<file path="src/rtl/mul_pkg.sv">
// Shared types and constants for the iterative 64x64 shift-add multiplier.
package mul_pkg;

    typedef enum logic [1:0] {IDLE, RUN, DONE} mul_state_t;

    localparam int MUL_ITERS = 64;
    localparam int MUL_CNT_W = 6;

endpackage

</file>
<file path="src/rtl/Big_adder64.sv">
// 64-bit adder with carry-in; reports carry-out and the carry into the MSB.
module Big_adder64 (
    input  logic [63:0] a,
    input  logic [63:0] b,
    input  logic        cin,
    output logic [63:0] sum,
    output logic        cout,
    output logic        cin_msb
);

    assign {cout, sum} = {1'b0, a} + {1'b0, b} + {64'b0, cin};
    // The carry into bit 63 is recovered from the MSB sum bit and its operands.
    assign cin_msb     = a[63] ^ b[63] ^ sum[63];

endmodule

</file>
<file path="src/rtl/seq_mul64.sv">
// Iterative 64x64 unsigned shift-add multiplier: one partial product per cycle, 128-bit result.
module seq_mul64
    import mul_pkg::*;
(
    input  logic        clk,
    input  logic        rst_n,
    input  logic        start,
    input  logic        abort,
    input  logic [63:0] a,
    input  logic [63:0] b,
    output logic        busy,
    output logic        done,
    output logic [63:0] prod_lo,
    output logic [63:0] prod_hi
);

    mul_state_t            state, state_nxt;
    logic [63:0]           mcand, hi, lo;
    logic [MUL_CNT_W-1:0]  cnt;
    logic [63:0]           add_b, add_sum;
    logic                  add_cout;
    logic                  add_cin_msb_unused;
    logic                  accept;

    Big_adder64 u_adder (
        .a       (hi),
        .b       (add_b),
        .cin     (1'b0),
        .sum     (add_sum),
        .cout    (add_cout),
        .cin_msb (add_cin_msb_unused)
    );

    always_comb begin
        add_b     = lo[0] ? mcand : 64'b0;
        accept    = start && !abort && (state == IDLE || state == DONE);
        state_nxt = state;
        if (abort) begin
            state_nxt = IDLE;
        end else begin
            unique case (state)
                IDLE, DONE: state_nxt = accept ? RUN : IDLE;
                RUN:        state_nxt = (cnt == MUL_CNT_W'(MUL_ITERS - 1)) ? DONE : RUN;
                default:    state_nxt = IDLE;
            endcase
        end
    end

    always_ff @(posedge clk or negedge rst_n) begin
        if (!rst_n) begin
            state <= IDLE;
            mcand <= '0;
            hi    <= '0;
            lo    <= '0;
            cnt   <= '0;
        end else begin
            state <= state_nxt;
            if (accept) begin
                mcand <= a;
                lo    <= b;
                hi    <= '0;
                cnt   <= '0;
            end else if (state == RUN && !abort) begin
                // The 65-bit partial sum shifts right by one into {hi, lo}.
                {hi, lo} <= {add_cout, add_sum, lo[63:1]};
                cnt      <= cnt + 1'b1;
            end
        end
    end

    assign busy    = (state == RUN);
    assign done    = (state == DONE);
    assign prod_lo = lo;
    assign prod_hi = hi;

endmodule
</file>
<file path="config.mk">
export PLATFORM = sky130hd
export DESIGN_NAME = seq_mul64
export DESIGN_NICKNAME = d
export VERILOG_FILES = /design/src/rtl/mul_pkg.sv /design/src/rtl/Big_adder64.sv /design/src/rtl/seq_mul64.sv
export SDC_FILE = /design/constraint.sdc
export NUM_CORES = 1
export LEC_CHECK = 0
export CAP_MARGIN = 20
export CORE_ASPECT_RATIO = 1.5
export CORE_MARGIN = 10
export CORE_UTILIZATION = 25
export DETAILED_ROUTE_END_ITERATION = 6
export PLACE_DENSITY_LB_ADDON = 0.05
export SYNTH_ARGS = -nofsm -noshare
export SYNTH_HDL_FRONTEND = slang
export SYNTH_SLANG_ARGS = --single-unit
</file>
<file path="constraint.sdc">
create_clock -name clk -period 4.4 [get_ports clk]
set_clock_uncertainty 0.2 [all_clocks]
set_input_delay 0.44 -clock clk [delete_from_list [all_inputs] [get_ports clk]]
set_output_delay 0.44 -clock clk [all_outputs]
set_load 0.02 [all_outputs]
</file>
# After elaboration in Yosys (flattened, before gate mapping)
# Cells that the tools add are included.
[totals] regBits=200 input_bits=132 out_inout_bits=130 elab_cells=29
[op_classes] n_addsub=2 n_eq_ne=3 muxes=11 n_reduce_logical=8
[op_table] cell="$mux W64" count=5
[op_table] cell="$add A64 B64 Y65" count=1
[op_table] cell="$mux W6" count=2
[op_table] cell="$add A6 B1 Y6 const B" count=1
[op_table] cell="$eq A6 B6 Y1 const B" count=1
[op_table] cell="$mux W2" count=2
[op_table] cell="$pmux W2 S2" count=1
[op_table] cell="$logic_and A1 B1 Y1" count=3
[op_table] cell="$eq A2 B1 Y1 const B" count=1
[op_table] cell="$eq A2 B2 Y1 const B" count=1
[op_table] cell="$logic_not A2 Y1" count=1
[op_table] cell="$reduce_bool A2 Y1" count=1
[op_table] cell="$reduce_or A2 Y1" count=1
[op_table] cell="$logic_not A1 Y1" count=1
[op_table] cell="$logic_or A1 B1 Y1" count=1
[op_table] cell="$mux W1" count=1

# Depth between registers and ports, before layout
# Gate-level depths: netlist (run 1).
[depth] depth_word=6 depth_mapped=15 depth_no_buf=13

# Hierarchy
# From an unflattened synthesis (run 1), not the netlist that was laid out.
[unflattened] hier_cells=1420 hier_area_um2=11950.2
[by_module_without_submodules] mod="seq_mul64" instances=1 cells_per_inst=869 area_each_um2=8260.4 seq_area_each_um2=5004.8
[by_module_without_submodules] mod="Big_adder64" instances=1 cells_per_inst=551 area_each_um2=3689.8 seq_area_each_um2=0.0

# Worst setup path before layout (run 1)
# Ideal clock, no wire load.
[synth_path] path_type="register to register" start="register lo[0] (netlist: prod_lo[0])" end="register hi[60] (netlist: prod_hi[60])" setup_ns=0.124 arrival_ns=3.286 required_ns=4.076 slack_ns=0.790 path_stages_with_launch=15 n_path_buf=2 period_less_slack_ns=3.610 path_cell_list="dfrtp_1 > clkbuf_1 > clkbuf_1 > and2_1 > ha_1 > a21oi_1 > o21ai_0 > or3_1 > a211oi_2 > o31ai_2 > nand4_1 > nand3_1 > a211oi_2 > o21ai_0 > a211o_1"
[synth_via] elab_chain_cells=4
[synth_lines] item="from (decl)" line_no="seq_mul64.sv:18" source="logic [63:0] mcand, hi, lo;"
[synth_lines] item="from (signal assigned)" line_no="seq_mul64.sv:65" source="{hi, lo} <= {add_cout, add_sum, lo[63:1]};"
[synth_lines] item="$mux W64" line_no="seq_mul64.sv:35" source="add_b = lo[0] ? mcand : 64'b0;"
[synth_lines] item="$add A64 B64 Y65" line_no="Big_adder64.sv:11" source="assign {cout, sum} = {1'b0, a} + {1'b0, b} + {64'b0, cin};"
[synth_lines] item="$mux W64" line_no="seq_mul64.sv:63" source="end else if (state == RUN && !abort) begin"
[synth_lines] item="$mux W64" line_no="seq_mul64.sv:58" source="if (accept) begin"
[synth_lines] item="to (signal assigned)" line_no="seq_mul64.sv:65"
[synth_lines] item="to (decl)" line_no="seq_mul64.sv:18"
# No other way between the ends. The select of a mux whose other input is x is not followed.
# A chain may end at the register's enable or synchronous reset.

# Final worst setup path (run 1)
[layout_path] start="register lo[0] (netlist: prod_lo[0])" end="register hi[62] (netlist: prod_hi[62])"
# The elaborated chain is that of the path after synthesis.

==> results of run 1 <==
==> critical path: stages (launching register included) <==
cell	delay, ns
dfrtp_4	0.60
buf_4	0.28
and2_1	0.19
ha_1	0.37
and3_1	0.23
and3_1	0.18
nor3b_1	0.40
nand3_1	0.16
nor3_1	0.16
nand4_1	0.13
nand3_1	0.25
a211oi_2	0.17
or4_1	0.49
nand3_1	0.09
==> flip-flops by register name (all words and copies together) (netlist names) <==
signal,flops
prod_lo,64
state,2
cnt,6
mcand,64
prod_hi,64
==> logic make-up (layout without fill, tap and decap cells) <==
| kind of cell | count (synthesis) | after routing | share of synthesized area, % |
|---|---|---|---|
| AND/OR/NAND/NOR | 360 | 360 | 14.4 |
| AO/OA/AOI/OAI | 346 | 346 | 17.8 |
| flip-flops | 200 | 200 | 42.3 |
| multiplexers | 128 | 128 | 11.5 |
| buffers and inverters | 75 | 333 | 2.38 |
| adder cells (fa/ha/maj) | 66 | 66 | 7.04 |
| XOR/XNOR | 62 | 62 | 4.59 |
| other | 0 | 2 | 0 |
==> routing by layer <==
layer	vias to the layer above	GRT usage (%)	part of all wire (%)
li1	4894	-	-
met5	-	0	0.14
met4	8	5.16	2.0
met3	43	5.37	7.7
met1	4745	16.6	40
met2	227	25.8	50
==> placed cells by master (no fill, tap or decap), types with 7 or more instances in the layout <==
master           instances
nor2_1                  45
o21a_1                   8
o21bai_1                14
mux2_2                  64
a22o_1                   7
xor2_1                  31
dfrtp_1                199
ha_1                    65
and3_1                   8
a21oi_1                 77
clkdlybuf4s50_1        260
nand4_1                 17
xnor2_1                 31
nand2_1                177
inv_1                   16
nand3_1                 12
and2_1                  66
clkbuf_16               17
buf_4                   20
o21ai_0                151
mux2i_1                 64
a21o_1                  34
==> stage by stage <==
stage	cells	hold slack (ns)	power, mW
6_report	2091	0.304	8.44
3_3_place_gp	2056	0.285	7.03
3_5_place_dp	2056	0.290	7.01
5_1_grt	2089	0.313	9.11
4_1_cts	2089	0.285	8.64
2_1_floorplan	1237	-0.0556	5.15
==> cell type report <==
cell class,count,share of cell area (%)
Antenna cell,2,0.0318
Clock buffer,25,3.14
Clock inverter,7,0.278
Inverter,16,0.381
Multi-Input combinational cell,962,41.7
Sequential cell,200,31.8
Tap cell,594,4.72
Timing Repair Buffer,285,18.0
==> power breakdown <==
part | internal, mW | switching (mW)
clock network | 0.782 | 0.758
logic | 1.82 | 2.24
registers | 2.37 | 0.481
total | 4.97 | 3.48
==> final timing paths <==
| path | from | end | slack (ns) |
|---|---|---|---|
| setup / recovery | prod_lo[0] | prod_hi[62] | 0.43 |
| hold / removal | mcand[3] | mcand[3] | 0.30 |
| setup reg to reg | prod_lo[0] | prod_hi[62] | 0.43 |
| hold reg to reg | mcand[3] | mcand[3] | 0.30 |
| max in group asynchronous | rst_n | prod_hi[6] | 2.55 |
| min in group asynchronous | rst_n | mcand[32] | 0.41 |
==> repair_timing <==
action | 4_1_cts | 5_1_grt
setup endpoints to repair | 0 | 12
hold endpoints to repair | 88 | 0
gates resized for setup | 0 | 2
hold buffers | 1 | 0
==> impl_metrics.yaml, run 1 <==
min_path:
  hold_path.class: "register to register"
  hold_depth: 1
logic_synthesis:
  ys_ff_latch: 200
  synth-edff-count: 0
  synthTopCellsByCount: "200 x dfrtp_1, 177 x nand2_1, 151 x o21ai_0, 77 x a21oi_1, 66 x and2_1"
  yosysTopAreaCell: "dfrtp_1"
  syn_nets: 1435
  async_flop_share_pct: 100
  synth_ff_type: "dfrtp_1"
  yosysUniqueCellTypes: 59
  yosysMostFrequentCell: "dfrtp_1"
  seq_area_frac_synth_pct: 42.3
  ys_warn_count: 0
  synth_top_cells_by_area: "dfrtp_1 42%, ha_1 6.9%, o21ai_0 6.4%, mux2_2 6.1%, nand2_1 5.6%"
  syn_area_per_cell_um2: 9.56
  synthCells: 1237
  synth.top_cell.area_share_pct: 42.3
  syn-cell-area_um2: 11800
critical_path:
  critPathKind: "register to register"
  cp-end-kind: "register"
  crit_arrival_ns: 4.18
  cp_max_fo: 33
  cp.required_ns: 4.60
  reg2regPathDepth: 13
  start_kind: "register"
detailed_routing:
  drt_pass1_iterations: 4
  antenna_left: 0
  viasPerCell: 4.74
  vias: 9917
  initialDrtViolationCount: 439
  wl_per_cell_um: 20.0
  drc: 0
  routed_wirelength_um: 41800
finish:
  seqCellArea_um2: 5010
  multi_input_area_um2: 6570
  fillCellCount: 4840
  area_growth_syn_to_layout_pct: 33.2
  layout-drive-gt1-share_pct: 8.96
  fin_area_um2: 15800
  final_util_pct: 33.7
  nets: 1680
cts:
  cts_buffers: 17
  cts_tree: "built"
  postCtsSetupRepairBufs: 0
  clkTransAtPathRegs_ns: 0.07
  clock_latency_ns: 0.47
  clkSinkCount: 200
  clock_path_buffers: 2
  htree_levels: 4
  cts_root_buf: "clkbuf_16"
pwr:
  power.density_nw_per_um2: 536
  power_leakage_nw: 7.06
  vdd_ir_drop_max_v: 0.000289
floorplan:
  die_h_um: 286
  die_w_um: 198
  rows: 97
  fp.coreArea_um2: 46700
  initial_core_util_pct: 25.3
  fp.dieArea_um2: 56600
  io_pins: 262
sta:
  setup_violations: 0
  hold_viol: 0
  slew_headroom_pct: 40.3
  rsz0062_at_grt: "false"
  setup_slack_ns: 0.425
  period_minus_slack_ns: 3.97
  post-route-period-util_pct: 90.3
  drv_slew: 0
  worst_pin_slew_ns: 0.895
  timing.fmax_ghz: 0.252
  fin_tns_setup_ns: 0
place:
  hpwl_um: 31300
  place_congestion: 0.840
  place_ws_ns: 0.0861
  buffer_ports.inserted: 261
  dpl_cell_area_um2: 15200
global_route:
  antenna_found_initial: 6
  grt_pass1_vias: 10881
  grt_pass1_wl_um: 65600
  grt_usage_pct: 14.9
  grt_max_degree: 197
  gr-total-overflow: 0
status:
  status: "complete, no violations"
job:
  maxCapViolCount: 0
Power figures use the tool's default switching activity.
==> run 2, diff against run 1 <==
- GPL_TIMING_DRIVEN: default -> 0
==> run 2 against run 1 <==
Maximum frequency shrank 6.7%. Global-route usage rose by 0.55 points. Setup slack worse by 0.29 ns. Combinational power up 1%. Largest cell class unchanged.
==> impl_metrics.yaml, run 2 (synthesized netlist as in run 1, its figures left out) <==
critical_path:
  cp_max_fo: 10
  cp.required_ns: 4.55
  cpMostUsedCell: "a21oi_2"
  crit_arrival_ns: 4.41
  reg2regPathDepth: 14
  critPathKind: "register to register"
  start_kind: "register"
  crit_start: "prod_lo[0]"
  crit_chain: "clkbuf_4, clkbuf_2, and2_1, ha_1, a21oi_2, o21ai_0, a211o_1, a21oi_1, o21ai_2, a21oi_2, o31ai_4, a31oi_2, mux2i_1, nand3_1"
  critPathTopFamily: "compound AO/OA/AOI/OAI gates"
  crit_slowest_cell: "a21oi_1"
  reg2reg_from: "prod_lo[0]"
  slowest_delay_ns: 0.40
  critPathBufInv: 2
  cp-end-kind: "register"
  crit_cells: 14
min_path:
  hold_path.class: "register to register"
  hold_depth: 1
  min_from: "mcand[45]"
sta:
  fin_hold_ws_ns: 0.303
  rsz0062_at_grt: "true"
  slew_headroom_pct: 31.4
  setup_violations: 0
  hold_viol: 0
  period_minus_slack_ns: 4.26
  timing.fmax_ghz: 0.235
  worst_pin_slew_ns: 1.03
  drv_slew: 0
  setup_slack_ns: 0.138
  post-route-period-util_pct: 96.9
global_route:
  grt_pass1_vias: 11166
  grt_pass1_wl_um: 67500
  grt_max_degree: 106
  antenna_found_initial: 5
  grt_usage_pct: 15.5
  gr-total-overflow: 0
finish:
  area_growth_syn_to_layout_pct: 34.0
  layout-drive-gt1-share_pct: 7.71
  layout_commonest_cell: "clkdlybuf4s50_1"
  fillCellCount: 4848
  nets: 1717
  layout_common_cells: "260 x clkdlybuf4s50_1, 200 x dfrtp_1, 177 x nand2_1"
pwr:
  vdd_ir_drop_max_v: 0.000287
  combPwrFrac_pct: 48.4
  power_leakage_nw: 7.03
  switching_power_mw: 3.50
  p_seq_share_pct: 33.1
  power.density_nw_per_um2: 534
  clock_power_share_pct: 18.5
  swShare_pct: 41.3
  p_int_mw: 4.96
cts:
  clock_path_buffers: 2
  cts_tree: "built"
  clock_latency_ns: 0.47
  postCtsSetupRepairBufs: 0
  cts_buffers: 17
  clkSinkCount: 200
  cts_root_buf: "clkbuf_16"
  htree_levels: 4
  clkTransAtPathRegs_ns: 0.07
floorplan:
  io_pins: 262
  initial_core_util_pct: 25.3
  fp.coreArea_um2: 46700
  die_w_um: 198
  die_h_um: 286
  fp.dieArea_um2: 56600
  rows: 97
detailed_routing:
  wl_per_cell_um: 20.5
  drt_pass1_iterations: 5
  drc: 0
  viasPerCell: 4.74
  routed_wirelength_um: 43700
  antenna_left: 0
  vias: 10078
  initialDrtViolationCount: 432
place:
  place_ws_ns: -1.09
  buffer_ports.inserted: 261
  place_congestion: 0.838
  hpwl_um: 34000
status:
  status: "complete, no violations"
job:
  maxCapViolCount: 0
-- run 2: cell count changes in the layout (fill, tap and decap cells not counted), moves of 3 or more --
cell      change
clkbuf_1     +50
buf_4        -20
buf_1         +6
a21oi_1       -3
a21oi_2       +3
buf_12        -3
-- run 2: worst paths after layout --
kind / endpoint / slack (ns)
max: prod_hi[56] / 0.14
min: mcand[45] / 0.30
max reg2reg: prod_hi[56] / 0.14
min reg2reg: mcand[45] / 0.30
max in group asynchronous: state[1] / 2.58
min in group asynchronous: prod_hi[33] / 0.38
-- run 2: power groups by stage --
stage,clock [mW],combinational [mW],sequential (mW)
floorplan,0,1.95,3.20
global placement,0,4.13,2.84
detailed placement,0,4.12,2.84
CTS,1.65,4.16,2.82
global route,1.71,4.51,2.89
finish,1.57,4.10,2.80
-- run 2: through the flow --
stage | cell area [um^2] | power, mW | util (%) | instances | setup TNS (ns)
CTS | 15800 | 8.62 | 33.9 | 2125 | 0
global placement | 15200 | 6.96 | 32.5 | 2092 | -1458.67
finish | 15900 | 8.46 | 33.9 | 2126 | 0
global route | 15900 | 9.11 | 33.9 | 2125 | -0.0221
floorplan | 11800 | 5.15 | - | 1237 | 0
detailed placement | 15200 | 6.96 | 32.6 | 2093 | -7.76
-- run 2: layer usage --
layer	vias to the layer above	global-route usage, %	wire [um]
met4	6	5.22	982
met1	4832	16.9	17500
met3	42	6.01	3360
li1	4964	-	-
met2	234	26.8	21800
met5	-	0	34
-- run 2: final cells by class --
type                    instances  area (um^2)  share of cell area [%]
repair buffers                263         2660                    16.7
plain buffers                  59          228                    1.44
flip-flops and latches        200         5000                    31.6
well taps                     594          743                    4.69
multi-input cells             962         6620                    41.8
inverters                      16         60.1                   0.379
clock buffers                  23          468                    2.95
clock inverters                 8         73.8                   0.466
diodes                          1         2.50                  0.0158
-- run 2: what timing repair did --
action,CTS,global route
hold buffers,1,0
pin swaps,1,1
setup endpoints to repair,21,8
endpoints found under the hold margin,95,0
gates resized for setup,10,7
==> run 3, diff against run 2 <==
- HOLD_SLACK_MARGIN: default -> 0.06
==> results of run 3 <==
The final DEF is identical to that of run 2; final timing and power are the same.
